$ cat src/rtl/adc_config_pkg.sv
// Shared constants and helpers for the ADC front-end AXI4-Lite register bank:
// word indices, response codes, config word 0 bit positions and decode helpers.
package adc_config_pkg;

   localparam int CFG_BASE    = 0;
   localparam int STATUS_BASE = 16;
   localparam int CMD_DATA    = 32;
   localparam int CMD_LEVEL   = 33;
   localparam int CMD_CTRL    = 34;

   localparam logic [1:0] RESP_OKAY   = 2'b00;
   localparam logic [1:0] RESP_SLVERR = 2'b10;

   localparam int CFG0_ADC_RSTN     = 0;
   localparam int CFG0_DMA_RSTN     = 1;
   localparam int CFG0_PKT_RSTN     = 2;
   localparam int CFG0_PWR_EN       = 3;
   localparam int CFG0_REF_EN       = 4;
   localparam int CFG0_IO_EN        = 5;
   localparam int CFG0_DIFFAMP_EN   = 6;
   localparam int CFG0_OPAMP_EN     = 7;

   typedef enum logic [2:0] {
      REG_CFG,
      REG_STATUS,
      REG_CMD_DATA,
      REG_CMD_LEVEL,
      REG_CMD_CTRL,
      REG_NONE
   } reg_sel_e;

   function automatic reg_sel_e decode_index(input int idx, input int num_cfg,
                                             input int num_status);
      if (idx >= CFG_BASE && idx < CFG_BASE + num_cfg)           return REG_CFG;
      if (idx >= STATUS_BASE && idx < STATUS_BASE + num_status)  return REG_STATUS;
      if (idx == CMD_DATA)                                       return REG_CMD_DATA;
      if (idx == CMD_LEVEL)                                      return REG_CMD_LEVEL;
      if (idx == CMD_CTRL)                                       return REG_CMD_CTRL;
      return REG_NONE;
   endfunction

   // Byte-strobe merge: each set strobe bit replaces the matching byte.
   function automatic logic [31:0] write_register(input logic [31:0] old_val,
                                                  input logic [31:0] wdata,
                                                  input logic [3:0]  wstrb);
      logic [31:0] merged;
      merged = old_val;
      for (int b = 0; b < 4; b++) begin
         if (wstrb[b]) merged[8*b +: 8] = wdata[8*b +: 8];
      end
      return merged;
   endfunction

endpackage

$ cat src/rtl/adc_cmd_fifo.sv
// Synchronous command FIFO with flush; count spans 0..DEPTH so full and empty
// are unambiguous even though the pointers wrap modulo DEPTH.
module adc_cmd_fifo #(
   parameter  int DEPTH = 4,
   parameter  int WIDTH = 32,
   localparam int CNT_W = $clog2(DEPTH) + 1
) (
   input  logic             aclk,
   input  logic             aresetn,
   input  logic             push,
   input  logic [WIDTH-1:0] din,
   input  logic             pop,
   input  logic             flush,
   output logic [WIDTH-1:0] dout,
   output logic [CNT_W-1:0] count,
   output logic             full,
   output logic             empty
);

   localparam int PTR_W = $clog2(DEPTH);

   logic [WIDTH-1:0] mem_q [DEPTH];
   logic [PTR_W-1:0] wr_ptr_q, wr_ptr_d;
   logic [PTR_W-1:0] rd_ptr_q, rd_ptr_d;
   logic [CNT_W-1:0] count_q, count_d;
   logic             do_push, do_pop;

   assign full    = (count_q == CNT_W'(DEPTH));
   assign empty   = (count_q == '0);
   assign count   = count_q;
   assign dout    = mem_q[rd_ptr_q];

   // A pop frees the slot the push lands in, so a full FIFO still takes it.
   assign do_pop  = pop & ~empty;
   assign do_push = push & (~full | do_pop);

   always_comb begin
      wr_ptr_d = wr_ptr_q;
      rd_ptr_d = rd_ptr_q;
      count_d  = count_q;
      if (flush) begin
         rd_ptr_d = wr_ptr_q;
         count_d  = '0;
      end else begin
         if (do_push) wr_ptr_d = wr_ptr_q + PTR_W'(1);
         if (do_pop)  rd_ptr_d = rd_ptr_q + PTR_W'(1);
         count_d = count_q + CNT_W'(do_push) - CNT_W'(do_pop);
      end
   end

   always_ff @(posedge aclk or negedge aresetn) begin
      if (!aresetn) begin
         wr_ptr_q <= '0;
         rd_ptr_q <= '0;
         count_q  <= '0;
      end else begin
         wr_ptr_q <= wr_ptr_d;
         rd_ptr_q <= rd_ptr_d;
         count_q  <= count_d;
      end
   end

   // NOTE: storage has no reset; count and pointers alone define which
   // entries are valid, so stale contents are never presented as data.
   always_ff @(posedge aclk) begin
      if (do_push && !flush) mem_q[wr_ptr_q] <= din;
   end

endmodule

$ cat src/rtl/adc_config_bank.sv
// AXI4-Lite control/status bank for the ADC front end: config words, live
// status words and a buffered command stream toward the ADC.
module adc_config_bank
   import adc_config_pkg::*;
#(
   parameter int NUM_CFG    = 2,
   parameter int NUM_STATUS = 2,
   parameter int FIFO_DEPTH = 4,
   parameter int ADDR_WIDTH = 8
) (
   input  logic                    aclk,
   input  logic                    aresetn,
   output logic [32*NUM_CFG-1:0]   cfg,
   input  logic [32*NUM_STATUS-1:0] status,
   output logic                    adc_resetn,
   output logic                    dma_resetn,
   output logic                    packetizer_resetn,
   output logic                    pwr_en,
   output logic                    ref_en,
   output logic                    io_en,
   output logic                    diffamp_en,
   output logic                    opamp_en,
   output logic [31:0]             m_axis_tdata,
   output logic                    m_axis_tvalid,
   input  logic                    m_axis_tready,
   input  logic [ADDR_WIDTH-1:0]   s_axi_lite_awaddr,
   input  logic [2:0]              s_axi_lite_awprot,
   input  logic                    s_axi_lite_awvalid,
   output logic                    s_axi_lite_awready,
   input  logic [31:0]             s_axi_lite_wdata,
   input  logic [3:0]              s_axi_lite_wstrb,
   input  logic                    s_axi_lite_wvalid,
   output logic                    s_axi_lite_wready,
   output logic [1:0]              s_axi_lite_bresp,
   output logic                    s_axi_lite_bvalid,
   input  logic                    s_axi_lite_bready,
   input  logic [ADDR_WIDTH-1:0]   s_axi_lite_araddr,
   input  logic [2:0]              s_axi_lite_arprot,
   input  logic                    s_axi_lite_arvalid,
   output logic                    s_axi_lite_arready,
   output logic [31:0]             s_axi_lite_rdata,
   output logic [1:0]              s_axi_lite_rresp,
   output logic                    s_axi_lite_rvalid,
   input  logic                    s_axi_lite_rready
);

   localparam int CNT_W = $clog2(FIFO_DEPTH) + 1;

   logic [31:0] cfg_q [NUM_CFG];
   logic [31:0] cfg_d [NUM_CFG];
   logic        awready_q, awready_d;
   logic        bvalid_q, bvalid_d;
   logic [1:0]  bresp_q, bresp_d;
   logic        arready_q, arready_d;
   logic        rvalid_q, rvalid_d;
   logic [1:0]  rresp_q, rresp_d;
   logic [31:0] rdata_q, rdata_d;
   logic [31:0] last_cmd_q, last_cmd_d;
   logic        ovf_q, ovf_d;

   logic             wr_acc, ar_hs;
   int               wr_idx, rd_idx;
   logic             fifo_push, fifo_pop, fifo_flush;
   logic             fifo_full, fifo_empty;
   logic [CNT_W-1:0] fifo_count;
   logic [31:0]      fifo_head;
   logic             unused_ok;

   assign unused_ok = ^{s_axi_lite_awprot, s_axi_lite_arprot,
                        s_axi_lite_awaddr[1:0], s_axi_lite_araddr[1:0]};

   assign wr_idx   = int'(s_axi_lite_awaddr[ADDR_WIDTH-1:2]);
   assign rd_idx   = int'(s_axi_lite_araddr[ADDR_WIDTH-1:2]);
   assign wr_acc   = awready_q & s_axi_lite_awvalid & s_axi_lite_wvalid;
   assign ar_hs    = arready_q & s_axi_lite_arvalid;
   assign fifo_pop = ~fifo_empty & m_axis_tready;

   adc_cmd_fifo #(.DEPTH(FIFO_DEPTH), .WIDTH(32)) u_cmd_fifo (
      .aclk    (aclk),
      .aresetn (aresetn),
      .push    (fifo_push),
      .din     (s_axi_lite_wdata),
      .pop     (fifo_pop),
      .flush   (fifo_flush),
      .dout    (fifo_head),
      .count   (fifo_count),
      .full    (fifo_full),
      .empty   (fifo_empty)
   );

   // Ready is raised one cycle after both valids appear and only while no
   // response is outstanding, giving the three-cycle write spacing.
   always_comb begin
      // NOTE: every _d starts from its held value so no branch infers a latch.
      cfg_d      = cfg_q;
      awready_d  = s_axi_lite_awvalid & s_axi_lite_wvalid & ~bvalid_q & ~awready_q;
      bvalid_d   = bvalid_q & ~s_axi_lite_bready;
      bresp_d    = bresp_q;
      last_cmd_d = last_cmd_q;
      ovf_d      = ovf_q;
      fifo_push  = 1'b0;
      fifo_flush = 1'b0;
      if (wr_acc) begin
         bvalid_d = 1'b1;
         bresp_d  = RESP_OKAY;
         case (decode_index(wr_idx, NUM_CFG, NUM_STATUS))
            REG_CFG: begin
               for (int k = 0; k < NUM_CFG; k++) begin
                  if (wr_idx == CFG_BASE + k)
                     cfg_d[k] = write_register(cfg_q[k], s_axi_lite_wdata, s_axi_lite_wstrb);
               end
            end
            REG_CMD_DATA: begin
               if (fifo_full && !fifo_pop) begin
                  ovf_d   = 1'b1;
                  bresp_d = RESP_SLVERR;
               end else begin
                  fifo_push  = 1'b1;
                  last_cmd_d = s_axi_lite_wdata;
               end
            end
            REG_CMD_CTRL: begin
               fifo_flush = s_axi_lite_wdata[0];
               if (s_axi_lite_wdata[1]) ovf_d = 1'b0;
            end
            default: bresp_d = RESP_SLVERR;
         endcase
      end
   end

   always_comb begin
      rvalid_d = rvalid_q & ~s_axi_lite_rready;
      rdata_d  = rdata_q;
      rresp_d  = rresp_q;
      if (ar_hs) begin
         rvalid_d = 1'b1;
         rdata_d  = '0;
         rresp_d  = RESP_OKAY;
         case (decode_index(rd_idx, NUM_CFG, NUM_STATUS))
            REG_CFG: begin
               for (int k = 0; k < NUM_CFG; k++) begin
                  if (rd_idx == CFG_BASE + k) rdata_d = cfg_q[k];
               end
            end
            REG_STATUS: begin
               for (int k = 0; k < NUM_STATUS; k++) begin
                  if (rd_idx == STATUS_BASE + k) rdata_d = status[32*k +: 32];
               end
            end
            REG_CMD_DATA:  rdata_d = last_cmd_q;
            REG_CMD_LEVEL: rdata_d = {13'b0, ovf_q, fifo_empty, fifo_full, 16'(fifo_count)};
            REG_CMD_CTRL:  rdata_d = {30'b0, ovf_q, 1'b0};
            default:       rresp_d = RESP_SLVERR;
         endcase
      end
      arready_d = ~rvalid_d;
   end

   // NOTE: sequential state takes non-blocking assignments only; the blocking
   // ones above live solely in combinational next-state logic.
   always_ff @(posedge aclk or negedge aresetn) begin
      if (!aresetn) begin
         for (int k = 0; k < NUM_CFG; k++) cfg_q[k] <= '0;
         awready_q  <= 1'b0;
         bvalid_q   <= 1'b0;
         bresp_q    <= RESP_OKAY;
         arready_q  <= 1'b0;
         rvalid_q   <= 1'b0;
         rresp_q    <= RESP_OKAY;
         rdata_q    <= '0;
         last_cmd_q <= '0;
         ovf_q      <= 1'b0;
      end else begin
         cfg_q      <= cfg_d;
         awready_q  <= awready_d;
         bvalid_q   <= bvalid_d;
         bresp_q    <= bresp_d;
         arready_q  <= arready_d;
         rvalid_q   <= rvalid_d;
         rresp_q    <= rresp_d;
         rdata_q    <= rdata_d;
         last_cmd_q <= last_cmd_d;
         ovf_q      <= ovf_d;
      end
   end

   for (genvar k = 0; k < NUM_CFG; k++) begin : g_cfg_out
      assign cfg[32*k +: 32] = cfg_q[k];
   end

   // Block resets drop with aresetn without waiting for a clock edge.
   assign adc_resetn        = cfg_q[0][CFG0_ADC_RSTN] & aresetn;
   assign dma_resetn        = cfg_q[0][CFG0_DMA_RSTN] & aresetn;
   assign packetizer_resetn = cfg_q[0][CFG0_PKT_RSTN] & aresetn;
   assign pwr_en            = cfg_q[0][CFG0_PWR_EN];
   assign ref_en            = cfg_q[0][CFG0_REF_EN];
   assign io_en             = cfg_q[0][CFG0_IO_EN];
   assign diffamp_en        = cfg_q[0][CFG0_DIFFAMP_EN];
   assign opamp_en          = cfg_q[0][CFG0_OPAMP_EN];

   assign m_axis_tdata       = fifo_head;
   assign m_axis_tvalid      = ~fifo_empty;
   assign s_axi_lite_awready = awready_q;
   assign s_axi_lite_wready  = awready_q;
   assign s_axi_lite_bvalid  = bvalid_q;
   assign s_axi_lite_bresp   = bresp_q;
   assign s_axi_lite_arready = arready_q;
   assign s_axi_lite_rvalid  = rvalid_q;
   assign s_axi_lite_rresp   = rresp_q;
   assign s_axi_lite_rdata   = rdata_q;

endmodule

$ cat config.mk
export PLATFORM = sky130hd
export DESIGN_NAME = adc_config_bank
export DESIGN_NICKNAME = d
export VERILOG_FILES = /design/src/rtl/adc_config_pkg.sv /design/src/rtl/adc_cmd_fifo.sv /design/src/rtl/adc_config_bank.sv
export SDC_FILE = /design/constraint.sdc
export NUM_CORES = 1
export LEC_CHECK = 0
export ABC_CLOCK_PERIOD_IN_PS = 5300
export CAP_MARGIN = 30
export CORE_MARGIN = 5
export CORE_UTILIZATION = 45
export CTS_CLUSTER_DIAMETER = 120
export CTS_CLUSTER_SIZE = 8
export DETAILED_ROUTE_END_ITERATION = 8
export GPL_TIMING_DRIVEN = 1
export PLACE_DENSITY = 0.77
export SLEW_MARGIN = 15
export SYNTH_ARGS = -nofsm -noshare
export SYNTH_HDL_FRONTEND = slang
export SYNTH_SLANG_ARGS = --single-unit
export TNS_END_PERCENT = 30
$ cat constraint.sdc
create_clock -name aclk -period 5.3 [get_ports aclk]
set_input_delay 0.795 -clock aclk [delete_from_list [all_inputs] [get_ports aclk]]
set_output_delay 0.795 -clock aclk [all_outputs]
set_load 0.01 [all_outputs]
==> results.ini <==
[clock_tree]
clk_pin_slew_ns = 0.05
clkLatencyLatePin_ns = 0.50
cts_tree = yes
hold_buffers = 0
ctsHtreeMaxLevel = 2
post_cts_resized = 0
cts_setup_buffers = 0
clock_sinks = 270
cts_root_buf = clkbuf_16
numCtsBuffers = 39
clock_path_buffers = 3

[die]
num_rows = 58
core_um2 = 25300
fp.dieW_um = 171
pin_count = 276
die_h_um = 171
dieArea_um2 = 29100
initial_core_util_pct = 45.9

[power]
p_per_area_nw_per_um2 = 363
p_int_mw = 4.29
p_total_mw = 5.71
p_seq_share_pct = 41.9
p_clk_share_pct = 40.3
power.switching_mw = 1.42
leakage_nw = 6.27
pwr-share-comb_pct = 17.9
power.share.switching_pct = 24.9
ir_drop_mv = 0.223

[critical_path]
critPathLaunchType = flop
critPathCaptureType = primary output
critPathTopFamily = buffers and inverters
cp.arrival_ns = 2.95
cp.depth = 3
worst_path_max_delay_cell = dfrtp_2
path_cells = buf_4 > mux4_2 > clkdlybuf4s50_1
path_max_fanout = 22
worstSetupPathType = flop to primary output
cp_num_buf_inv = 2
worst_r2r_path_depth = 10
crit_required_ns = 4.51
critical_path.max_stage_delay_ns = 0.93

[synthesis]
async_flop_share_pct = 52.6
synth_warnings = 0
synth_edf_count = 128
synthDistinctLibCells = 52
synthCells = 711
synth_commonest_cells = 142 x dfrtp_1, 128 x edfxtp_1, 87 x mux2_2
syn_area_per_cell_um2 = 16.3
synth_flop_cell = dfrtp_1
netlist_area_um2 = 11600
synth-seq-cells = 270
yosysTopAreaCell = edfxtp_1
synthTopCellsByArea = edfxtp_1 33%, dfrtp_1 31%, mux2_2 8.5%, mux4_2 6.6%, mux2_1 3.7%
yosysMostFrequentCell = dfrtp_1
yosysSeqAreaShare_pct = 63.8
yosysTopAreaCellShare_pct = 33.2

[global_routing]
antenna_found_initial = 0
grt_pass1_wl_um = 49100
grt_busiest_layer = met2
grt_max_degree = 59
grtUsageTotal_pct = 22.2
grt_pass1_vias = 8031
grt_use_met2_pct = 36.9
grt-ovfl-total = 0
gr-usage-met3_pct = 5.80
met1_usage_pct = 29.7

[sta]
slew_viol_final = 0
max_freq_mhz = 267
layout_min_cycle_time_ns = 3.75
period_share_pct = 70.7
setup_violations = 0
rsz0062_at_grt = no
worst_pin_slew_ns = 0.979
slew_headroom_pct = 34.8
tns_ns = 0
fin_skew_ns = 0.0178
final_hold_viol_count = 0

[route]
via_per_inst = 5.60
drt-total-wl_um = 32600
drt_first_pass_iters = 5
vias = 7506
drtAntennaViolNets = 0
route.detailed.drc = 0
wire_per_inst_um = 24.3
drtIter0Drc = 550

[flow_run]
cap_viol_max_count = 0

[hold_path]
holdCritPathClass = input port to async pin

[place]
gp_congestion = 0.790
dpl.cell_count = 1268
dp_hpwl_um = 21600
io_buffers = 263

[final_layout]
area_growth_pct = 35.7
stdcell_count = 1341
n_antenna_cell = 0
nNetsFinal = 1118
final_layout_size_suffix_gt1_share_pct = 21.1

[outcome]
status = finished, final reports clean

## layout by cell type (no fill, tap or decap), types with 3 or more instances in the layout
master and instances:
clkdlybuf4s50_1 259, dfrtp_1 140, edfxtp_1 128, mux2_2 87
clkbuf_16 41, nand2_1 39, mux2_1 38, mux2i_1 37
mux4_2 34, clkbuf_1 29, a22oi_1 26, o221ai_1 15
o221ai_2 11, inv_1 10, buf_4 9, and3_1 7
nand3_1 7, nor2_1 6, and2_1 6, ha_1 6
nor3_1 5, a21oi_1 5, and2_2 4, o21ai_0 4
nor2_4 4, xnor2_1 3, a22o_1 3, buf_2 3
buf_16 3
## final cells by class
cell class | instances | area, um2
clock buffer | 71 | 1150
fill | 1927 | 9520
inverter | 10 | 37.5
multi-input combinational | 383 | 3920
sequential | 270 | 7400
tap | 330 | 413
timing repair buffer | 277 | 2810
## state kept, by name (all words and copies together) (netlist names)
register,count
cfg,64
last_cmd_q,32
ovf_q,1
s_axi_lite_arready,1
s_axi_lite_awready,1
s_axi_lite_bresp,1
s_axi_lite_bvalid,1
s_axi_lite_rdata,32
s_axi_lite_rresp,1
s_axi_lite_rvalid,1
u_cmd_fifo.count,3
u_cmd_fifo.mem_q,128
u_cmd_fifo.rd_ptr_q,2
u_cmd_fifo.wr_ptr_q,2
## power by group through the flow
stage / Clock (mW) / Combinational, mW / Sequential [mW]
6_report: 2.30 / 1.02 / 2.39
2_1_floorplan: 0 / 0.574 / 2.30
4_1_cts: 2.35 / 1.04 / 2.39
3_5_place_dp: 0 / 1.03 / 2.43
3_3_place_gp: 0 / 1.01 / 2.43
5_1_grt: 2.45 / 1.09 / 2.41
## stage by stage
stage                     worst slack [ns]  hold WS (ns)  area, um2  utilization [%]
after global placement                1.57         0.456      14500             57.3
after global routing                  1.33         0.249      15700             62.3
after detailed placement              1.55         0.455      14500             57.5
final                                 1.55         0.225      15700             62.3
after CTS                             1.45         0.229      15700             62.1
after floorplan                       2.25         0.458      11600                -
## kinds of logic after synthesis
logic type,after synthesis,synth area share [%]
buffers and inverters,59,2.57
XOR/XNOR,5,0.378
flip-flops,270,63.8
AND/OR/NAND/NOR,98,4.69
other,1,0.0323
AO/OA/AOI/OAI,75,5.76
adder cells (fa/ha/maj),7,0.820
multiplexers,196,21.9
## layer usage
metal	share of wire (%)	wire length, um
met3	7.7	2500
met1	41	13400
met5	0	0
met4	1.8	585
met2	49	16100
## final timing paths
kind	startpoint	end	slack [ns]
max	u_cmd_fifo.rd_ptr_q[0]	m_axis_tdata[16]	1.55
min	aresetn	s_axi_lite_rdata[24]	0.22
max reg2reg	s_axi_lite_awready	u_cmd_fifo.count[2]	2.65
min reg2reg	s_axi_lite_bvalid	s_axi_lite_awready	0.48
max in group asynchronous	aresetn	s_axi_lite_rdata[9]	3.88
min in group aclk	s_axi_lite_bvalid	s_axi_lite_awready	0.48
(Power assumes the default switching activity.)
